File: src/rtl/fft_index_counter_if.sv
// fft_index_counter_if
//   Bundles the control inputs and index outputs of fft_index_counter.
//   master : the controller side (drives start/load/load_val/en/dir/oneshot,
//            observes count/count_rev/tc/wrap/busy/done)
//   slave  : the counter itself
//   WIDTH must match the WIDTH of the attached counter.
interface fft_index_counter_if #(
  parameter int WIDTH = 5
);
  logic             start;
  logic             load;
  logic [WIDTH-1:0] load_val;
  logic             en;
  logic             dir;
  logic             oneshot;
  logic [WIDTH-1:0] count;
  logic [WIDTH-1:0] count_rev;
  logic             tc;
  logic             wrap;
  logic             busy;
  logic             done;

  modport master (
    output start, load, load_val, en, dir, oneshot,
    input  count, count_rev, tc, wrap, busy, done
  );

  modport slave (
    input  start, load, load_val, en, dir, oneshot,
    output count, count_rev, tc, wrap, busy, done
  );
endinterface

File: src/rtl/fft_index_counter.sv
// fft_index_counter
//   Modulo-MODULO up/down index counter for FFT address generation, with a
//   bit-reversed view of the index, one-shot or free-running passes and a
//   one-cycle wrap pulse at the end of every pass.
// Ports:
//   clk        rising-edge clock
//   clr        synchronous active-low reset (IDLE, count 0, wrap 0)
//   bus.slave  start/load/load_val/en/dir/oneshot in;
//              count (registered), count_rev (bit-reversed count),
//              tc (terminal count while running), wrap (registered pulse),
//              busy (RUN), done (DONE) out
// Parameters:
//   WIDTH   counter width, 1..16
//   MODULO  count range 0..MODULO-1, 2..2**WIDTH
module fft_index_counter #(
  parameter int WIDTH  = 5,
  parameter int MODULO = 32
) (
  input  logic                clk,
  input  logic                clr,
  fft_index_counter_if.slave  bus
);

  localparam logic [WIDTH-1:0] MAX_V  = WIDTH'(MODULO - 1);
  localparam logic [WIDTH-1:0] ZERO_V = '0;
  localparam logic [WIDTH-1:0] ONE_V  = WIDTH'(1);

  typedef enum logic [1:0] {
    S_IDLE = 2'd0,
    S_RUN  = 2'd1,
    S_DONE = 2'd2
  } state_e;

  state_e           state_q, state_d;
  logic [WIDTH-1:0] count_q, count_d;
  logic             wrap_q,  wrap_d;

  logic [WIDTH-1:0] start_v;
  logic [WIDTH-1:0] term_v;
  logic             at_term;
  logic [WIDTH-1:0] count_rev_c;

  // Start/terminal values follow the direction sampled this cycle, so a
  // mid-pass dir change retargets the terminal from the current count.
  always_comb begin
    start_v = bus.dir ? ZERO_V : MAX_V;
    term_v  = bus.dir ? MAX_V  : ZERO_V;
    at_term = (count_q == term_v);
  end

  // Next-state logic: start > load > en step > hold (clr handled in the flop).
  always_comb begin
    state_d = state_q;
    count_d = count_q;
    wrap_d  = 1'b0;
    if (bus.start) begin
      count_d = start_v;
      state_d = S_RUN;
    end else if (bus.load) begin
      // Out-of-range load values clamp to the top of the range.
      count_d = (bus.load_val > MAX_V) ? MAX_V : bus.load_val;
    end else if ((state_q == S_RUN) && bus.en) begin
      if (!at_term) begin
        // Not at terminal, so +1/-1 cannot leave 0..MODULO-1.
        count_d = bus.dir ? (count_q + ONE_V) : (count_q - ONE_V);
      end else begin
        wrap_d = 1'b1;
        if (bus.oneshot) begin
          state_d = S_DONE;
        end else begin
          count_d = start_v;
        end
      end
    end
  end

  // State register
  always_ff @(posedge clk) begin
    if (!clr) begin
      state_q <= S_IDLE;
      count_q <= '0;
      wrap_q  <= 1'b0;
    end else begin
      state_q <= state_d;
      count_q <= count_d;
      wrap_q  <= wrap_d;
    end
  end

  always_comb begin
    count_rev_c = '0;
    for (int i = 0; i < WIDTH; i++) begin
      count_rev_c[i] = count_q[WIDTH-1-i];
    end
  end

  assign bus.count     = count_q;
  assign bus.count_rev = count_rev_c;
  assign bus.tc        = (state_q == S_RUN) && at_term;
  assign bus.wrap      = wrap_q;
  assign bus.busy      = (state_q == S_RUN);
  assign bus.done      = (state_q == S_DONE);

endmodule

File: src/flat_wrapper.sv
// flat-port wrapper written by rule: the top's interface ports become plain ports
module fft_index_counter_flat 
#(
  parameter int WIDTH  = 5,
  parameter int MODULO = 32
)
  (clk, clr, bus_start, bus_load, bus_load_val, bus_en, bus_dir, bus_oneshot, bus_count, bus_count_rev, bus_tc, bus_wrap, bus_busy, bus_done);
  fft_index_counter_if #(.WIDTH(WIDTH)) bus_i ();
  input  logic clk;
  input  logic clr;
  input wire logic [$bits(bus_i.start)-1:0] bus_start;
  input wire logic [$bits(bus_i.load)-1:0] bus_load;
  input wire logic [$bits(bus_i.load_val)-1:0] bus_load_val;
  input wire logic [$bits(bus_i.en)-1:0] bus_en;
  input wire logic [$bits(bus_i.dir)-1:0] bus_dir;
  input wire logic [$bits(bus_i.oneshot)-1:0] bus_oneshot;
  output wire logic [$bits(bus_i.count)-1:0] bus_count;
  output wire logic [$bits(bus_i.count_rev)-1:0] bus_count_rev;
  output wire logic [$bits(bus_i.tc)-1:0] bus_tc;
  output wire logic [$bits(bus_i.wrap)-1:0] bus_wrap;
  output wire logic [$bits(bus_i.busy)-1:0] bus_busy;
  output wire logic [$bits(bus_i.done)-1:0] bus_done;
  assign bus_i.start = bus_start;
  assign bus_i.load = bus_load;
  assign bus_i.load_val = bus_load_val;
  assign bus_i.en = bus_en;
  assign bus_i.dir = bus_dir;
  assign bus_i.oneshot = bus_oneshot;
  assign bus_count = bus_i.count;
  assign bus_count_rev = bus_i.count_rev;
  assign bus_tc = bus_i.tc;
  assign bus_wrap = bus_i.wrap;
  assign bus_busy = bus_i.busy;
  assign bus_done = bus_i.done;
  fft_index_counter #(.WIDTH(WIDTH), .MODULO(MODULO)) u_core (.clk(clk), .clr(clr), .bus(bus_i));
endmodule
File: config.mk
export PLATFORM = sky130hd
export DESIGN_NAME = fft_index_counter_flat
export DESIGN_NICKNAME = d
export VERILOG_FILES = /design/src/rtl/fft_index_counter_if.sv /design/src/rtl/fft_index_counter.sv /design/src/flat_wrapper.sv
export SDC_FILE = /design/constraint.sdc
export NUM_CORES = 1
export LEC_CHECK = 0
export BUFFER_PORTS_ARGS = -buffer_cell sky130_fd_sc_hd__buf_2
export CAP_MARGIN = 20
export CORE_MARGIN = 2
export CORE_UTILIZATION = 45
export CTS_BUF_LIST = sky130_fd_sc_hd__clkbuf_4 sky130_fd_sc_hd__clkbuf_8
export DETAILED_ROUTE_END_ITERATION = 7
export HOLD_SLACK_MARGIN = 0.02
export PLACE_DENSITY = 0.84
export RECOVER_POWER = 50
export SLEW_MARGIN = 0
export SYNTH_ARGS = -nofsm -noshare
export SYNTH_HDL_FRONTEND = slang
export SYNTH_SLANG_ARGS = --single-unit
File: constraint.sdc
create_clock -name clk -period 4 [get_ports clk]
set_input_delay 0 -clock clk [delete_from_list [all_inputs] [get_ports clk]]
set_output_delay 0 -clock clk [all_outputs]
set_load 0.005 [all_outputs]
=== Word level (Yosys, flattened, before mapping) ===
Cells that the tools add are included.
W data, S select, Z words.

* Add/subtract/negate cells: 2
* $lt $le $gt $ge: 1
* Eq/ne operators: 5
* Multiplexer cells: 15
* Bitwise logic cells: 3
* Reduce and logical (&&, ||, !) cells: 11

{| class="wikitable"
|+ Operators with widths
! operator !! number
|-
| $mux W5 || 9
|-
| $reduce_and A4 Y1 || 2
|-
| $mux W1 || 6
|-
| $reduce_bool A2 Y1 || 3
|-
| $add A5 B1 Y5 const B || 1
|-
| $eq A5 B5 Y1 || 1
|-
| $gt A5 B5 Y1 const B || 1
|-
| $sub A5 B1 Y5 const B || 1
|-
| $ne A4 B4 Y1 const B || 1
|-
| $reduce_or A4 Y1 || 1
|-
| $not A1 Y1 || 3
|-
| $reduce_bool A3 Y1 || 1
|-
| $eq A2 B1 Y1 const B || 1
|-
| $eq A2 B2 Y1 const B || 1
|-
| $logic_and A1 B1 Y1 || 2
|-
| $ne A2 B2 Y1 const B || 1
|-
| $reduce_and A2 Y1 || 1
|-
| $reduce_or A2 Y1 || 1
|}

* Register bits after elaboration: 8
* Logic and storage cells: 41

=== Logic depth before layout (Yosys ltp) ===
Gate-level depths: netlist of the first run.

* Depth after elaboration: 6
* Depth in mapped cells: 7

=== Worst setup path before layout of the first run ===
OpenSTA, ideal clock, no wires.

* Path kind: register -> register
* Start point: reg u_core.count_q[0], in the netlist u_core.bus.count[0]
* End point: reg u_core.count_q[4], in the netlist u_core.bus.count[4]
* Setup time: 0.119 ns
* Arrival: 1.720 ns
* Path slack: 2.161 ns
* Stages on the path, launching flop included: 8
* Period minus slack after synthesis: 1.839 ns
* Path through: dfxtp_1 inv_1 fa_1 nand2b_1 a21oi_1 xor2_1 mux2i_1 o221a_2

* Word-level cells in the longest chain between the ends: 6
* Elaborated cells between the ends (all ways): 10

{| class="wikitable"
|+ RTL lines
! item !! RTL line !! source
|-
| from (decl) || fft_index_counter.sv:35 || <nowiki>logic [WIDTH-1:0] count_q, count_d;</nowiki>
|-
| from (signal assigned) || fft_index_counter.sv:85 || <nowiki>count_q <= count_d;</nowiki>
|-
| $sub A5 B1 Y5 / $add A5 B1 Y5 (equally long branches) || fft_index_counter.sv:65 || <nowiki>count_d = bus.dir ? (count_q + ONE_V) : (count_q - ONE_V);</nowiki>
|-
| $mux W5 || fft_index_counter.sv:65 ||
|-
| $mux W5 || fft_index_counter.sv:63 || <nowiki>if (!at_term) begin</nowiki>
|-
| $mux W5 || fft_index_counter.sv:62 || <nowiki>end else if ((state_q == S_RUN) && bus.en) begin</nowiki>
|-
| $mux W5 || fft_index_counter.sv:59 || <nowiki>end else if (bus.load) begin</nowiki>
|-
| $mux W5 || fft_index_counter.sv:56 || <nowiki>if (bus.start) begin</nowiki>
|}

Several ways; a longest one is shown, not always the timed one. The select of a mux whose other input is x is not followed.
A chain may end at the register's enable or synchronous reset.

=== Final worst setup path of the first run ===
Ends and elaborated chain as after synthesis.

==> impl_metrics.env, run 1 <==
export IMPL_status="finished clean"
export IMPL_max_freq_mhz=488
export IMPL_grt_antenna_before_repair=0
export IMPL_nets=123
export IMPL_worst_path_max_fanout=7
export IMPL_clk_latency_ns=0.26
export IMPL_fin_ws_ns=1.95
export IMPL_post_cts_resized=0
export IMPL_ios=26
export IMPL_synth_cells=85
export IMPL_worst_pin_slew_ns=0.401
export IMPL_finClkSkew_ns=0.00348
export IMPL_grt_overflow_total=0
export IMPL_syn_area_per_cell_um2=8.21
export IMPL_setup_tns_ns=0
export IMPL_synth_cell_types=34
export IMPL_grt_pass1_vias=666
export IMPL_clk_pin_slew_worst_paths_ns=0.06
export IMPL_post_drt_wl_per_cell_um=13.7
export IMPL_vias_per_cell=5.82
export IMPL_ys_seq_area_share_pct=22.9
export IMPL_rsz0062_at_grt="no"
export IMPL_cp_required_ns=4.21
export IMPL_placementRows=14
export IMPL_fp_dieW_um=43.4
export IMPL_first_pass_iters=4
export IMPL_slew_violations=0
export IMPL_synth_seq_cells=8
export IMPL_max_slew_margin_pct=73.2
export IMPL_p_leak_nw=0.371
export IMPL_dp_slack_ns=2.00
export IMPL_layout_common_cells="buf_2 (23), dfxtp_1 (8), nor2_1 (7)"
export IMPL_hold_viol=0
export IMPL_yosys_area_top_type="dfxtp_1"
export IMPL_grt_max_degree=13
export IMPL_start_util_pct=47.4
export IMPL_syn_cell_area_um2=698
export IMPL_die_area_mm2=0.00188
export IMPL_start_kind="flip-flop"
export IMPL_grt_pass1_wl_mm=2.71
export IMPL_drc=0
export IMPL_cts_buffers=3
export IMPL_cts_hold_buffers=0
export IMPL_cts_setup_buffers=0
export IMPL_path_class="flip-flop to flip-flop"
export IMPL_cts_path_max_buffers=2
export IMPL_cts_tree="built"
export IMPL_ant_nets=0
export IMPL_hold_slack_ns=0.0418
export IMPL_grt_usage_pct=19.4
export IMPL_hpwl_mm=1.27
export IMPL_gp_congestion=0.932
export IMPL_numPortBuffers=25
export IMPL_dr_first_iter_drc_count=22
export IMPL_min_path_type="input port to flip-flop"
export IMPL_yosys_area_top_type_share_pct=22.9
export IMPL_layout_drive_gt1_share_pct=29.5
export IMPL_fin_crit_ns=2.05
export IMPL_finalSetupViolCount=0
export IMPL_crit_arrival_ns=2.26
export IMPL_synth_area_leaders="dfxtp_1 (23%), buf_4 (5.4%), ha_1 (5.4%)"
export IMPL_htreeDepth=1
export IMPL_peakVddDrop_v=0.000131
export IMPL_fin_crit_sh_pct=51.2
export IMPL_antenna_cells=0
export IMPL_fp_dieH_um=43.4
export IMPL_clockRootBuffer="clkbuf_4"
export IMPL_cp_end_kind="flip-flop"
export IMPL_maxCapViolCount=0
export IMPL_wirelength_mm=1.66
export IMPL_core_area_mm2=0.00147
export IMPL_cts_num_sinks=8
export IMPL_synth_nets=101
export IMPL_yosys_warnings=0
export IMPL_area_delta_synth_final_pct=14.0
export IMPL_final_common_cell="buf_2"
export IMPL_vias=704
export IMPL_power_density_mw_per_mm2=305
path summary, 6_finish.rpt:
kind                                          from                                to  slack [ns]  depth (start not counted)
setup / recovery  u_core.bus.count[0]$_SDFFE_PN0P_  u_core.bus.count[4]$_SDFFE_PN0P_        1.95                          7
hold / removal                                 clr  u_core.bus.count[0]$_SDFFE_PN0P_        0.04                          2
setup reg to reg  u_core.bus.count[0]$_SDFFE_PN0P_  u_core.bus.count[4]$_SDFFE_PN0P_        1.95                          7
hold reg to reg   u_core.bus.count[1]$_SDFFE_PN0P_  u_core.bus.count[1]$_SDFFE_PN0P_        0.52                          2
kinds of logic after synthesis:
kind of cell	after synthesis	share of synthesized area (%)
and+or+nand+nor	27	19.7
muxes	1	1.43
DFF	8	22.9
xor gates and xnor gates	3	3.76
buffers and inverters	14	12.9
adders and majority gates	4	8.24
AOI/OAI and AO/OA	28	31.0
routing by layer:
metal | up-vias | track usage (%) | wire length [um]
met5 | - | 0 | 0
met2 | 35 | 33.4 | 807
li1 | 345 | - | -
met3 | 5 | 1.25 | 141
met4 | 0 | 10.9 | 42
met1 | 319 | 23.8 | 669
area by class of cell:
cell class	instances	area, um2
sequential	8	160
timing repair buffer	25	123
fill	150	676
tap	16	20.0
clock buffer	3	22.5
multi-input combinational	63	448
inverter	6	22.5
worst max-delay path, stage by stage (launching register included):
cell and delay [ns]:
dfxtp_1 0.44, inv_1 0.12, fa_1 0.47, nand2b_1 0.17, a21oi_1 0.16, xor2_1 0.21
mux2i_1 0.23, o221a_2 0.20
metrics by stage:
stage	util (%)	std cells	cell area, um2	power, mW
after floorplan	-	85	698	0.158
final	54.1	121	796	0.243
after global placement	52.7	118	776	0.174
after CTS	54.3	121	798	0.245
after detailed placement	52.7	118	776	0.177
after global routing	54.1	121	796	0.259
power by group:
group	internal, mW	total [mW]	switching (mW)
Sequential	0.0856	0.0926	0.00700
Clock	0.0346	0.0659	0.0313
Combinational	0.0396	0.0840	0.0444
sequential cells by signal, summed over array words and instances (netlist names):
signal and cells:
u_core.bus.count 5, u_core.bus.wrap 1, u_core.state_q 2
synthesized netlist by cell type, drive strengths merged:
master / n
dfxtp: 8
nor2: 7
buf: 6
inv: 6
nand2: 6
a31oi: 5
o21ai: 5
a21oi: 4
nand3: 4
ha: 3
o21a: 3
o22ai: 3
a211oi: 2
a21o: 2
nand2b: 2
nand3b: 2
nor3: 2
xor2: 2
a2bb2oi: 1
and3: 1
clkbuf: 1
clkdlybuf4s50: 1
fa: 1
mux2i: 1
nor2b: 1
nor3b: 1
o211a: 1
o221a: 1
o41ai: 1
or3: 1
xnor2: 1
No activity file was read; power rests on OpenSTA's default activity.
==> inputs of run 2 (changes only) <==
--- a/config.mk
+++ b/config.mk
@@ -12,7 +12,7 @@
 export CTS_BUF_LIST = sky130_fd_sc_hd__clkbuf_4 sky130_fd_sc_hd__clkbuf_8
 export DETAILED_ROUTE_END_ITERATION = 7
 export HOLD_SLACK_MARGIN = 0.02
-export PLACE_DENSITY = 0.84
+export PLACE_DENSITY = 0.87
 export RECOVER_POWER = 50
 export SLEW_MARGIN = 0
 export SYNTH_ARGS = -nofsm -noshare
==> constraint.sdc (replaced) <==
create_clock -name clk -period 1.73 [get_ports clk]
set_input_delay 0 -clock clk [delete_from_list [all_inputs] [get_ports clk]]
set_output_delay 0 -clock clk [all_outputs]
set_load 0.005 [all_outputs]
==> run 2 against run 1 <==
Worst setup slack worse by 1.9 ns. Largest cell class unchanged. Sequential power is 130% higher. Clock-buffer cell count is 1 higher. Hold slack hardly changed. Via count is 7.8% higher. Total power grew to 2.6 times the previous value. Register-to-register slack worse by 1.9 ns. Combinational power grew to 2.9 times the previous value. Routed wire length is 8.5% higher.
==> impl_metrics.env, run 2 (synthesis results as in run 1) <==
export IMPL_status="finished clean"
export IMPL_crit_arrival_ns=1.91
export IMPL_crit_path_cell_trace="inv_2 -> fa_2 -> nand2b_4 -> a21oi_2 -> xor2_1 -> mux2i_1 -> o221a_2"
export IMPL_slowest_delay_ns=0.37
export IMPL_grt_pass1_wl_mm=2.90
export IMPL_peakVddDrop_v=0.000459
export IMPL_cp_required_ns=1.94
export IMPL_rr_worst_depth=7
export IMPL_switching_share_pct=32.6
export IMPL_fp_dieW_um=43.4
export IMPL_final_fill_count=133
export IMPL_post_drt_wl_per_cell_um=13.9
export IMPL_cp_end_kind="flip-flop"
export IMPL_power_internal_uw=421
export IMPL_fp_dieH_um=43.4
export IMPL_worst_pin_slew_ns=0.259
export IMPL_fin_ws_ns=0.0344
export IMPL_p_leak_nw=0.424
export IMPL_hold_viol=0
export IMPL_numPortBuffers=25
export IMPL_ant_nets=0
export IMPL_drc=0
export IMPL_grt_usage_pct=20.9
export IMPL_nets=131
export IMPL_vias=759
export IMPL_dr_first_iter_drc_count=21
export IMPL_power_frac_comb_pct=38.6
export IMPL_min_path_type="input port to flip-flop"
export IMPL_instances_no_fill=130
export IMPL_fin_crit_sh_pct=98.0
export IMPL_clk_latency_ns=0.27
export IMPL_cts_buffers=3
export IMPL_core_area_mm2=0.00147
export IMPL_worst_path_max_fanout=3
export IMPL_seq_area_um2=165
export IMPL_finClkSkew_ns=0.0129
export IMPL_path_buf_inv=1
export IMPL_placementRows=14
export IMPL_multi_input_area_um2=467
export IMPL_cts_path_max_buffers=2
export IMPL_power_density_mw_per_mm2=705
export IMPL_start_kind="flip-flop"
export IMPL_setup_worst_path_start="u_core.bus.count[0]$_SDFFE_PN0P_"
export IMPL_largest_reg_flops=5
export IMPL_cp_slowest_cell="fa_2"
export IMPL_max_freq_mhz=590
export IMPL_grt_max_degree=13
export IMPL_die_area_mm2=0.00188
export IMPL_layout_drive_gt1_share_pct=42.1
export IMPL_cts_hold_buffers=0
export IMPL_setup_tns_ns=0
export IMPL_start_util_pct=47.4
export IMPL_first_pass_iters=4
export IMPL_power_frac_seq_pct=33.5
export IMPL_path_class="flip-flop to flip-flop"
export IMPL_slew_violations=0
export IMPL_grt_pass1_vias=675
export IMPL_ios=26
export IMPL_crit_path_end="u_core.bus.count[4]$_SDFFE_PN0P_"
export IMPL_cp_top_family="adder cells"
export IMPL_max_slew_margin_pct=82.5
export IMPL_rsz0062_at_grt="yes"
export IMPL_antenna_cells=0
export IMPL_cts_tree="built"
export IMPL_r2r_end="u_core.bus.count[4]$_SDFFE_PN0P_"
export IMPL_path_depth=7
export IMPL_rrSetupSlack_ns=0.03
export IMPL_htreeDepth=1
export IMPL_clockRootBuffer="clkbuf_4"
export IMPL_finalSetupViolCount=0
export IMPL_wirelength_mm=1.80
export IMPL_cts_num_sinks=8
export IMPL_hpwl_mm=1.35
export IMPL_fin_crit_ns=1.70
export IMPL_vias_per_cell=5.84
export IMPL_dp_slack_ns=-0.00496
export IMPL_dp_cells=126
export IMPL_clk_pin_slew_worst_paths_ns=0.06
export IMPL_cts_setup_buffers=0
export IMPL_p_clk_share_pct=27.9
export IMPL_p_sw_uw=204
export IMPL_gp_congestion=0.902
export IMPL_final_common_cell="buf_2"
export IMPL_area_delta_synth_final_pct=27.1
export IMPL_layout_common_cells="buf_2 (23), buf_4 (8), nor2_1 (7)"
export IMPL_r2r_start="u_core.bus.count[0]$_SDFFE_PN0P_"
export IMPL_grt_overflow_total=0
export IMPL_grt_antenna_before_repair=0
export IMPL_maxCapViolCount=0
run 2: cell count changes in the layout (fill, tap and decap cells not counted), sizes merged:
cell,previous run,this run
clkbuf,5,6
buf,23,31
run 2: repair_timing:
action / CTS / global route
endpoints found under the hold margin: 0 / 0
gates cloned: 0 / 0
endpoints found under the setup margin: 1 / 2
gates resized for setup: 0 / 4
pin swaps: 2 / 4
run 2: final cells by class:
class / instances / area share [%]
Multi-Input combinational cell: 63 / 52.6
Timing Repair Buffer: 33 / 20.6
Sequential cell: 8 / 18.6
Clock buffer: 4 / 3.39
Inverter: 6 / 2.54
Tap cell: 16 / 2.26
run 2: worst min path at each step:
stage / start / endpoint / slack (ns) / cells after the start
floorplan: bus_oneshot / u_core.state_q[1]$_SDFFE_PP0P_ / 0.21 / 2
global placement: clr / u_core.bus.count[0]$_SDFFE_PN0P_ / 0.31 / 2
detailed placement: clr / u_core.bus.count[0]$_SDFFE_PN0P_ / 0.31 / 2
CTS: clr / u_core.bus.count[0]$_SDFFE_PN0P_ / 0.03 / 2
global route: clr / u_core.bus.count[0]$_SDFFE_PN0P_ / 0.05 / 2
finish: clr / u_core.bus.count[0]$_SDFFE_PN0P_ / 0.04 / 2
run 2: power by group through the flow:
stage,Clock (mW),Sequential (mW),Combinational (mW)
final,0.174,0.210,0.241
after global routing,0.192,0.212,0.261
after CTS,0.183,0.209,0.230
after detailed placement,0,0.213,0.228
after global placement,0,0.212,0.222
after floorplan,0,0.217,0.153
run 2: through the flow:
step | hold WS [ns] | total power [mW] | instance area [um2] | util (%)
5_1_grt | 0.0493 | 0.665 | 887 | 60.3
6_report | 0.0419 | 0.625 | 887 | 60.3
3_3_place_gp | 0.307 | 0.434 | 847 | 57.6
4_1_cts | 0.0256 | 0.622 | 877 | 59.6
3_5_place_dp | 0.312 | 0.441 | 847 | 57.6
2_1_floorplan | 0.210 | 0.370 | 709 | -
run 2: per-layer routing:
layer	share of wire, %	global-route usage [%]
met1	43	24.3
met2	48	34.0
met3	6.3	7.92
met4	2.2	9.70
met5	0	0
